--- src/rtl/cpu_fetch_queue.sv ---
// cpu_fetch_queue: instruction fetch front end. Issues in-order fetch requests
// to memory, buffers returned instructions with their PCs in a DEPTH-entry
// queue and hands them to decode. A kill redirects fetch and discards all
// responses still in flight.
// Optional feature macro: CPU_FETCH_BYPASS_EN -- when defined, a kept response
// arriving at an empty queue is presented to decode in the same cycle.
module cpu_fetch_queue #(
    parameter int                INSN_W   = 48,
    parameter int                ADDR_W   = 32,
    parameter int                DEPTH    = 4,
    parameter int                PC_STEP  = 1,
    parameter logic [ADDR_W-1:0] RESET_PC = '0
) (
    input  logic              clk,
    input  logic              rst_b,
    output logic [ADDR_W-1:0] hatch_address,
    output logic              hatch_req,
    input  logic              hatch_gnt,
    input  logic              hatch_rvalid,
    input  logic [INSN_W-1:0] hatch_instruction,
    output logic              valid_1a,
    output logic [INSN_W-1:0] instruction_1a,
    output logic [ADDR_W-1:0] pc_1a,
    input  logic              stall_2a,
    input  logic              kill_4a,
    input  logic [ADDR_W-1:0] branch_target_4a
);

    localparam int                PW      = $clog2(DEPTH);
    localparam int                CW      = PW + 1;
    localparam logic [CW:0]       DEPTH_V = (CW+1)'(DEPTH);
    localparam logic [ADDR_W-1:0] STEP_V  = ADDR_W'(PC_STEP);

    logic [ADDR_W-1:0] r_fetch_pc;
    logic [ADDR_W-1:0] r_resp_pc;
    logic [CW-1:0]     r_outstanding;
    logic [CW-1:0]     r_drop;
    logic [CW-1:0]     r_count;
    logic [PW-1:0]     r_head;
    logic [PW-1:0]     r_tail;
    logic [INSN_W-1:0] r_insn_mem [DEPTH];
    logic [ADDR_W-1:0] r_pc_mem   [DEPTH];

    logic          w_active;
    logic          w_empty;
    logic [CW:0]   w_in_use;
    logic          w_grant;
    logic          w_ret;
    logic          w_keep;
    logic          w_bypass;
    logic          w_bypass_take;
    logic          w_push;
    logic          w_pop;

    assign w_active = !rst_b && !kill_4a;
    assign w_empty  = (r_count == '0);
    // Queue slots already claimed: buffered entries plus responses in flight.
    assign w_in_use = {1'b0, r_count} + {1'b0, r_outstanding};
    assign w_grant  = hatch_req && hatch_gnt;
    // Any response retires one outstanding request, whether kept or dropped.
    assign w_ret    = !rst_b && hatch_rvalid && (r_outstanding != '0);
    assign w_keep   = w_ret && !kill_4a && (r_drop == '0);

`ifdef CPU_FETCH_BYPASS_EN
    assign w_bypass = w_keep && w_empty;
`else
    assign w_bypass = 1'b0;
`endif

    assign w_bypass_take = w_bypass && !stall_2a;
    assign w_push        = w_keep && !w_bypass_take;
    assign w_pop         = w_active && !w_empty && !stall_2a;

    // Request and decode-side outputs; everything held at zero in reset.
    always_comb begin
        hatch_req      = 1'b0;
        hatch_address  = r_fetch_pc;
        valid_1a       = 1'b0;
        instruction_1a = '0;
        pc_1a          = '0;
        if (!rst_b) begin
            hatch_req = !kill_4a && (w_in_use < DEPTH_V);
            valid_1a  = !kill_4a && (!w_empty || w_bypass);
            if (w_empty && w_bypass) begin
                instruction_1a = hatch_instruction;
                pc_1a          = r_resp_pc;
            end else begin
                instruction_1a = r_insn_mem[r_head];
                pc_1a          = r_pc_mem[r_head];
            end
        end
    end

    // Control state: PCs, in-flight/drop counters and queue pointers.
    always_ff @(posedge clk) begin
        if (rst_b) begin
            r_fetch_pc    <= RESET_PC;
            r_resp_pc     <= RESET_PC;
            r_outstanding <= '0;
            r_drop        <= '0;
            r_count       <= '0;
            r_head        <= '0;
            r_tail        <= '0;
        end else begin
            r_outstanding <= r_outstanding + CW'(w_grant) - CW'(w_ret);
            if (kill_4a) begin
                r_fetch_pc <= branch_target_4a;
                r_resp_pc  <= branch_target_4a;
                // Every request still unreturned after this cycle belongs to
                // the killed stream; earlier pending drops are a subset of them.
                r_drop     <= r_outstanding - CW'(w_ret);
                r_count    <= '0;
                r_head     <= '0;
                r_tail     <= '0;
            end else begin
                if (w_grant)
                    r_fetch_pc <= r_fetch_pc + STEP_V;
                if (w_keep)
                    r_resp_pc <= r_resp_pc + STEP_V;
                if (w_ret && (r_drop != '0))
                    r_drop <= r_drop - CW'(1);
                if (w_push)
                    r_tail <= r_tail + PW'(1);
                if (w_pop)
                    r_head <= r_head + PW'(1);
                r_count <= r_count + CW'(w_push) - CW'(w_pop);
            end
        end
    end

    // Queue storage; contents are only meaningful below r_count, so no reset.
    always_ff @(posedge clk) begin
        if (w_push) begin
            r_insn_mem[r_tail] <= hatch_instruction;
            r_pc_mem[r_tail]   <= r_resp_pc;
        end
    end

endmodule

--- config.mk ---
export PLATFORM = sky130hd
export DESIGN_NAME = cpu_fetch_queue
export DESIGN_NICKNAME = d
export VERILOG_FILES = /design/src/rtl/cpu_fetch_queue.sv
export SDC_FILE = /design/constraint.sdc
export NUM_CORES = 1
export LEC_CHECK = 0
export ABC_CLOCK_PERIOD_IN_PS = 6700
export CORE_UTILIZATION = 25
export DETAILED_ROUTE_END_ITERATION = 10
export SYNTH_ARGS = -nofsm -noshare
export SYNTH_HDL_FRONTEND = slang
export SYNTH_SLANG_ARGS = --single-unit
--- constraint.sdc ---
create_clock -name clk -period 6.7 [get_ports clk]
set_input_delay 0.67 -clock clk [delete_from_list [all_inputs] [get_ports clk]]
set_output_delay 0.67 -clock clk [all_outputs]
set_load 0.02 [all_outputs]
; After elaboration in Yosys (flattened, before gate mapping)
; Memories as Yosys holds them, arrays and structs flattened. A register that Yosys moved wholly into a read port is not among the register bits.
; Index checks and enable logic that the tools add are counted.
[totals]
regBits = 77
ram_bits = 320
input_bits = 86
out_inout_bits = 114
elab_cells = 60
memories = 2
[mem_list]
columns = name, words, word_bits, rd, rd_clocked_by_memory_dff, write_ports, line
row1 = r_insn_mem, 4, 48, 1, 1, 1, 41  ; logic [INSN_W-1:0] r_insn_mem [DEPTH];
row2 = r_pc_mem, 4, 32, 1, 1, 1, 42  ; logic [ADDR_W-1:0] r_pc_mem [DEPTH];
[op_classes]
n_addsub = 11
order_cmp = 1
muxes = 16
reduce_logical = 23
[op_table]
columns = operator, count
row1 = 2-to-1 mux 32 bit, 5
row2 = adder 32 x 1 -> 32 bit (second input constant), 2
row3 = 2-to-1 mux 48 bit, 1
row4 = logical AND 1 bit, 11
row5 = subtractor 3 x 1 -> 3 bit, 3
row6 = 2-to-1 mux 2 bit, 4
row7 = adder 3 x 1 -> 3 bit, 2
row8 = logical NOT 3 bit, 2
row9 = 2-to-1 mux 3 bit, 2
row10 = nonzero test 2 bit, 3
row11 = nonzero test 3 bit, 2
row12 = adder 2 x 1 -> 2 bit (second input constant), 2
row13 = adder 3 x 3 -> 4 bit, 1
row14 = logical NOT 1 bit, 4
row15 = < comparator 4 x 3 -> 1 bit (second input constant), 1
row16 = 2-to-1 mux 1 bit, 4
row17 = subtractor 3 x 1 -> 3 bit (second input constant), 1
row18 = OR reduction 2 bit, 1

; Depth between registers and ports, before layout
; Gate-level depths: netlist (run 1).
[depth]
word_depth = 7
depth_mapped = 12
ltp_nobuf = 12

; Least setup slack after synthesis (run 1)
; OpenSTA, ideal clock, no wires.
[synth_path]
kind = input to register
from = input port rst_b
to = memory r_insn_mem[0][0] (enable)
setup_ps = 447
t_arrival_ps = 3486
required_time_ps = 6253
slack_ps = 2767
path_stages = 5
path_buffers = 2
cell_sequence = clkbuf_1 -> nand2b_1 -> clkbuf_1 -> nor4_1 -> and2_1
[synth_between]
elab_chain_cells = 7
[synth_lines]
columns = item, line
row1 = start: declaration, 15  ; input logic rst_b,
row2 = logical NOT 1 bit, -
row3 = logical AND 1 bit (2 in series), 61  ; assign w_ret = !rst_b && hatch_rvalid && (r_outstanding != '0);
row4 = logical AND 1 bit (2 in series), 62  ; assign w_keep = w_ret && !kill_4a && (r_drop == '0);
row5 = 2-to-1 mux 1 bit, 133  ; if (w_push) begin
row6 = 2-to-1 mux 1 bit (not written as such), 134  ; r_insn_mem[r_tail] <= hatch_instruction;
row7 = end: declaration, 41
; No other way between the ends.

==> impl_metrics.tcl, run 1 <==
set metrics [dict create \
    outcome "finished clean" \
    syn_area_um2 16600 \
    drtAntennaViolNets 0 \
    fp.coreArea_um2 65700 \
    max_cap_viol_count 0 \
    wl_um 40800 \
    grt_overflow 0 \
    grt_pass1_vias 10100 \
    cts.htree.levels 2 \
    ys.flop_type "edfxtp_1" \
    p_per_area_nw_per_um2 270 \
    critPathMaxFanout 34 \
    cp-start-kind "flip-flop" \
    period_share 0.602 \
    num_vias 9921 \
    cp_data_arrival_time_ns 3.36 \
    synth_nets 1170 \
    netlist_instances 1066 \
    final_max_slew_viol_count 0 \
    portBuffers 199 \
    vdd_drop_max_uv 155 \
    fmax_ghz 0.248 \
    fin_crit_ns 4.03 \
    place_hpwl_um 26000 \
    wire_per_inst_um 18.9 \
    fillCellCount 6399 \
    antenna_found_initial 3 \
    final_cell_mix "320 x edfxtp_1, 197 x clkdlybuf4s50_1, 83 x nor2b_1" \
    cts_buffers 44 \
    hp-class "reg -> reg" \
    clock_sinks 399 \
    final_nets 1365 \
    final_util 0.318 \
    maxSlewHeadroom 0.366 \
    tightest_slew_ns 0.947 \
    area_growth_pct 26.0 \
    layout_commonest_cell "edfxtp_1" \
    grt_max_degree 81 \
    fp.dieArea_um2 67400 \
    drive_above_1_share 0.133 \
    cts_buffer_depth 3 \
    dr.pass1.iters 5 \
    die_h_um 260 \
    async_flop_share 0 \
    hold_viol 0 \
    ctsHoldBuffers 0 \
    avgSynthCellArea_um2 15.6 \
    grt_pass1_wl_um 62000 \
    synth-edff-count 320 \
    path_clk_slew_ns 0.06 \
    fp-row-count 94 \
    seq_area_frac_synth 0.675 \
    worst-endpoint-required_ns 6.03 \
    ys_ff_latch 399 \
    grt.total_usage 0.121 \
    initial_core_util 0.252 \
    ys_types 60 \
    ioPinCount 200 \
    cts_setup_buffers 0 \
    yosys_warnings 0 \
    path_class "reg -> out" \
    fp.dieW_um 260 \
    gp_congestion 0.841 \
    post_cts_resized 0 \
    worstSetupEndpointType "output pin" \
    rsz0062_at_grt "no" \
    cts_tree "yes" \
    setup_viol 0 \
    worst_clock_skew_ns 0.0256 \
    setup_tns_ns 0 \
    insertion_delay_ns 0.57 \
    remaining_drc_errors 0 \
    leakage_nw 6.49 \
    root_buffer "clkbuf_16" \
    drt_iter0_drc 651 \
    vias_per_cell 4.59 \
]
[path summary, 6_finish.rpt]
| check | cells past startpoint | startpoint | endpoint | slack, ns |
|---|---|---|---|---|
| worst max register to register | 10 | r_outstanding[2] | r_outstanding[2] | 2.96 |
| worst min register to register | 2 | hatch_address[1] | hatch_address[1] | 0.55 |
| worst max-delay path | 4 | flip-flop | pc_1a[10] | 2.67 |
| worst min-delay path | 2 | hatch_address[1] | hatch_address[1] | 0.55 |
[kinds of logic (layout without fill, tap and decap cells)]
group	after synthesis	after routing	share of synthesized area
buffers and inverters	91	321	0.0235
AOI/OAI and AO/OA	123	123	0.0493
and+or+nand+nor	305	305	0.103
DFF	399	399	0.675
other	0	1	0
muxes	85	85	0.112
xor gates and xnor gates	45	45	0.0238
adders and majority gates	18	18	0.0145
[power by group]
group | internal [mW] | switching [mW]
sequential | 2.74 | 0.0717
clock | 1.40 | 0.974
combinational | 0.211 | 0.252
total | 4.35 | 1.30
[state kept, by name, summed over array words and instances (netlist names), named ones only]
name and count:
r_pc_mem 128, r_outstanding 3, r_count 3, r_resp_pc 32
r_drop 3, r_tail 2, r_insn_mem 192, hatch_address 32
r_head 2
[synthesized netlist by cell type, types with 4 or more instances]
cell	count	share of area
a211oi_1	13	0.0059
a21boi_0	14	0.0063
a21oi_1	36	0.011
a31oi_1	11	0.0041
a41oi_1	4	0.0021
and2_1	10	0.0038
and3_1	8	0.0030
and4_1	8	0.0042
buf_1	5	0.0011
buf_2	6	0.0018
buf_6	5	0.0034
clkbuf_1	43	0.0097
dfxtp_1	79	0.095
edfxtp_1	320	0.58
ha_1	16	0.012
inv_1	31	0.0070
mux4_2	80	0.11
nand2_1	44	0.010
nand3_1	23	0.0069
nand4_1	22	0.0083
nor2_1	41	0.0093
nor2b_1	83	0.031
nor3_1	28	0.0084
nor4_1	8	0.0030
o211ai_1	6	0.0027
o21ai_0	13	0.0039
o21bai_1	5	0.0023
o31a_1	4	0.0021
or3_1	5	0.0019
xnor2_1	29	0.015
xor2_1	16	0.0084
[metrics by stage]
step	cells	power, mW	setup slack, ns	hold slack (ns)	area [um2]
finish	2161	5.65	2.67	0.547	20900
detailed placement	2079	3.33	2.47	0.534	19500
CTS	2160	5.72	2.49	0.548	20900
floorplan	1066	3.10	2.77	0.482	16600
global placement	2079	3.33	2.50	0.506	19500
global route	2160	5.86	2.35	0.565	20900
[cell type report]
class | count | area, um2 | share of cell area
diodes | 1 | 2.50 | 0.000120
clock buffers | 58 | 1210 | 0.0581
clock inverters | 23 | 206 | 0.00988
inverters | 31 | 116 | 0.00557
multi-input cells | 576 | 5020 | 0.240
flip-flops and latches | 399 | 11200 | 0.536
well taps | 864 | 1080 | 0.0517
repair buffers | 209 | 2060 | 0.0986
[layer usage]
layer / global-route usage / part of all wire
met1: 0.164 / 0.45
met2: 0.196 / 0.46
met3: 0.0294 / 0.075
met4: 0.0275 / 0.016
met5: 0 / 0.00027
[critical path: stages, from the launching register on]
cell and delay [ns]:
dfxtp_4 0.81, buf_4 0.57, mux4_2 0.65, nor2b_1 0.17, clkdlybuf4s50_1 0.56
Note: power is estimated with default switching activity, not from simulation.
==> run 2, diff against run 1 <==
--- a/config.mk
+++ b/config.mk
@@ -5,7 +5,7 @@
 export SDC_FILE = /design/constraint.sdc
 export NUM_CORES = 1
 export LEC_CHECK = 0
-export ABC_CLOCK_PERIOD_IN_PS = 6700
+export ABC_CLOCK_PERIOD_IN_PS = 4100
 export CORE_UTILIZATION = 25
 export DETAILED_ROUTE_END_ITERATION = 10
 export SYNTH_ARGS = -nofsm -noshare
==> constraint.sdc (replaced) <==
create_clock -name clk -period 4.1 [get_ports clk]
set_input_delay 0.41 -clock clk [delete_from_list [all_inputs] [get_ports clk]]
set_output_delay 0.41 -clock clk [all_outputs]
set_load 0.02 [all_outputs]
==> run 2 against run 1 <==
Net effect: first-iteration DRC count increased by 8.6%; sequential power increased by 63%; final cell count increased by 0.23%.
==> impl_metrics.tcl, run 2 (synthesis gave the netlist of run 1 again) <==
set metrics [dict create \
    worst-endpoint-required_ns 3.69 \
    worst_clock_skew_ns 0.0188 \
    grt_pass1_vias 10300 \
    tightest_slew_ns 0.985 \
    root_buffer "clkbuf_16" \
    grt.total_usage 0.120 \
    grt_overflow 0 \
    whs_ns 0.307 \
    fp.dieW_um 260 \
    clock_sinks 399 \
    fp.dieArea_um2 67400 \
    p_per_area_nw_per_um2 438 \
    dr.pass1.iters 7 \
    portBuffers 199 \
    final_nets 1370 \
    period_share 0.793 \
    fin_crit_ns 3.25 \
    drtAntennaViolNets 0 \
    vias_per_cell 4.59 \
    ctsHoldBuffers 0 \
    outcome "finished clean" \
    wire_per_inst_um 18.7 \
    cp_cell_sequence "buf_12 > mux4_2 > nor2b_1 > clkdlybuf4s50_1" \
    remaining_drc_errors 0 \
    multi_input_area_um2 5020 \
    grt_pass1_wl_um 61600 \
    cp_slowest_stage_delay_ns 0.74 \
    regMostFlops "r_insn_mem" \
    path_class "reg -> out" \
    critPathMaxFanout 45 \
    die_h_um 260 \
    antenna_found_initial 3 \
    cp-start-kind "flip-flop" \
    fmax_ghz 0.308 \
    layout_commonest_cell "edfxtp_1" \
    hold_viol 0 \
    drt_iter0_drc 707 \
    drive_above_1_share 0.139 \
    ioPinCount 200 \
    wl_um 40600 \
    rsz0062_at_grt "no" \
    final_max_slew_viol_count 0 \
    regArea_um2 11200 \
    cts.htree.levels 2 \
    cts_tree "yes" \
    worstSetupEndpointType "output pin" \
    maxSlewHeadroom 0.341 \
    hp-class "in -> reg" \
    leakage_nw 6.52 \
    largest_reg_flops 192 \
    fp-row-count 94 \
    grt_max_degree 81 \
    num_vias 9941 \
    path_clk_slew_ns 0.06 \
    largest_registers "r_insn_mem (192), r_pc_mem (128)" \
    fp.coreArea_um2 65700 \
    max_cap_viol_count 0 \
    insertion_delay_ns 0.57 \
    cts_setup_buffers 0 \
    setup_tns_ns 0 \
    cts_buffers 45 \
    antenna_cells 0 \
    area_growth_pct 26.7 \
    slowest_stage "dfxtp_4" \
    fillCellCount 6427 \
    hold_depth 2 \
    rr_worst_depth 12 \
    post_cts_resized 0 \
    cts_buffer_depth 3 \
    gp_congestion 0.815 \
    final_cell_mix "320 x edfxtp_1, 197 x clkdlybuf4s50_1, 83 x nor2b_1" \
    cp_data_arrival_time_ns 2.84 \
    vdd_drop_max_uv 264 \
    initial_core_util 0.252 \
    place_hpwl_um 25500 \
    setup_viol 0 \
]
-- run 2: critical path: cells and delay by family, from the launching register on --
| kind | cells | cell delay (ns) |
|---|---|---|
| simple gates | 1 | 0.17 |
| buf+inv | 2 | 0.95 |
| flops | 1 | 0.74 |
| mux | 1 | 0.40 |
-- run 2: final timing paths --
| path | start | slack, ns | endpoint |
|---|---|---|---|
| worst min register to register | hatch_address[1] | 0.53 | hatch_address[1] |
| worst max register to register | r_drop[0] | 1.27 | r_count[2] |
| worst min-delay path | rst_b | 0.31 | r_resp_pc[2] |
| worst max-delay path | flip-flop | 0.85 | pc_1a[7] |
-- run 2: cell type report --
class                   count  share of cell area
clock inverters            27              0.0116
well taps                 864              0.0515
repair buffers            213               0.104
clock buffers              56              0.0560
inverters                  31             0.00554
flip-flops and latches    399               0.533
multi-input cells         576               0.239
-- run 2: routing by layer --
layer  share of wire  GRT usage  vias to the layer above  wire [um]
met4           0.021     0.0373                        0        841
met5               0          0                        -          0
met3           0.066     0.0220                       58       2700
met2            0.46      0.192                      373      18600
met1            0.45      0.166                     4990      18400
li1                -          -                     4520          -
-- run 2: report_power, final --
part	internal [mW]	switching [mW]
Sequential	4.48	0.115
Clock	2.24	1.61
Combinational	0.349	0.408
-- run 2: metrics by stage --
step	area, um2	setup WS, ns	cells	utilization	power (mW)
floorplan	16600	0.427	1066	-	5.07
global placement	19600	0.812	2083	0.298	5.43
detailed placement	19600	0.781	2083	0.298	5.45
CTS	21000	0.733	2166	0.320	9.34
global route	21000	0.691	2166	0.320	9.56
finish	21000	0.849	2166	0.320	9.21
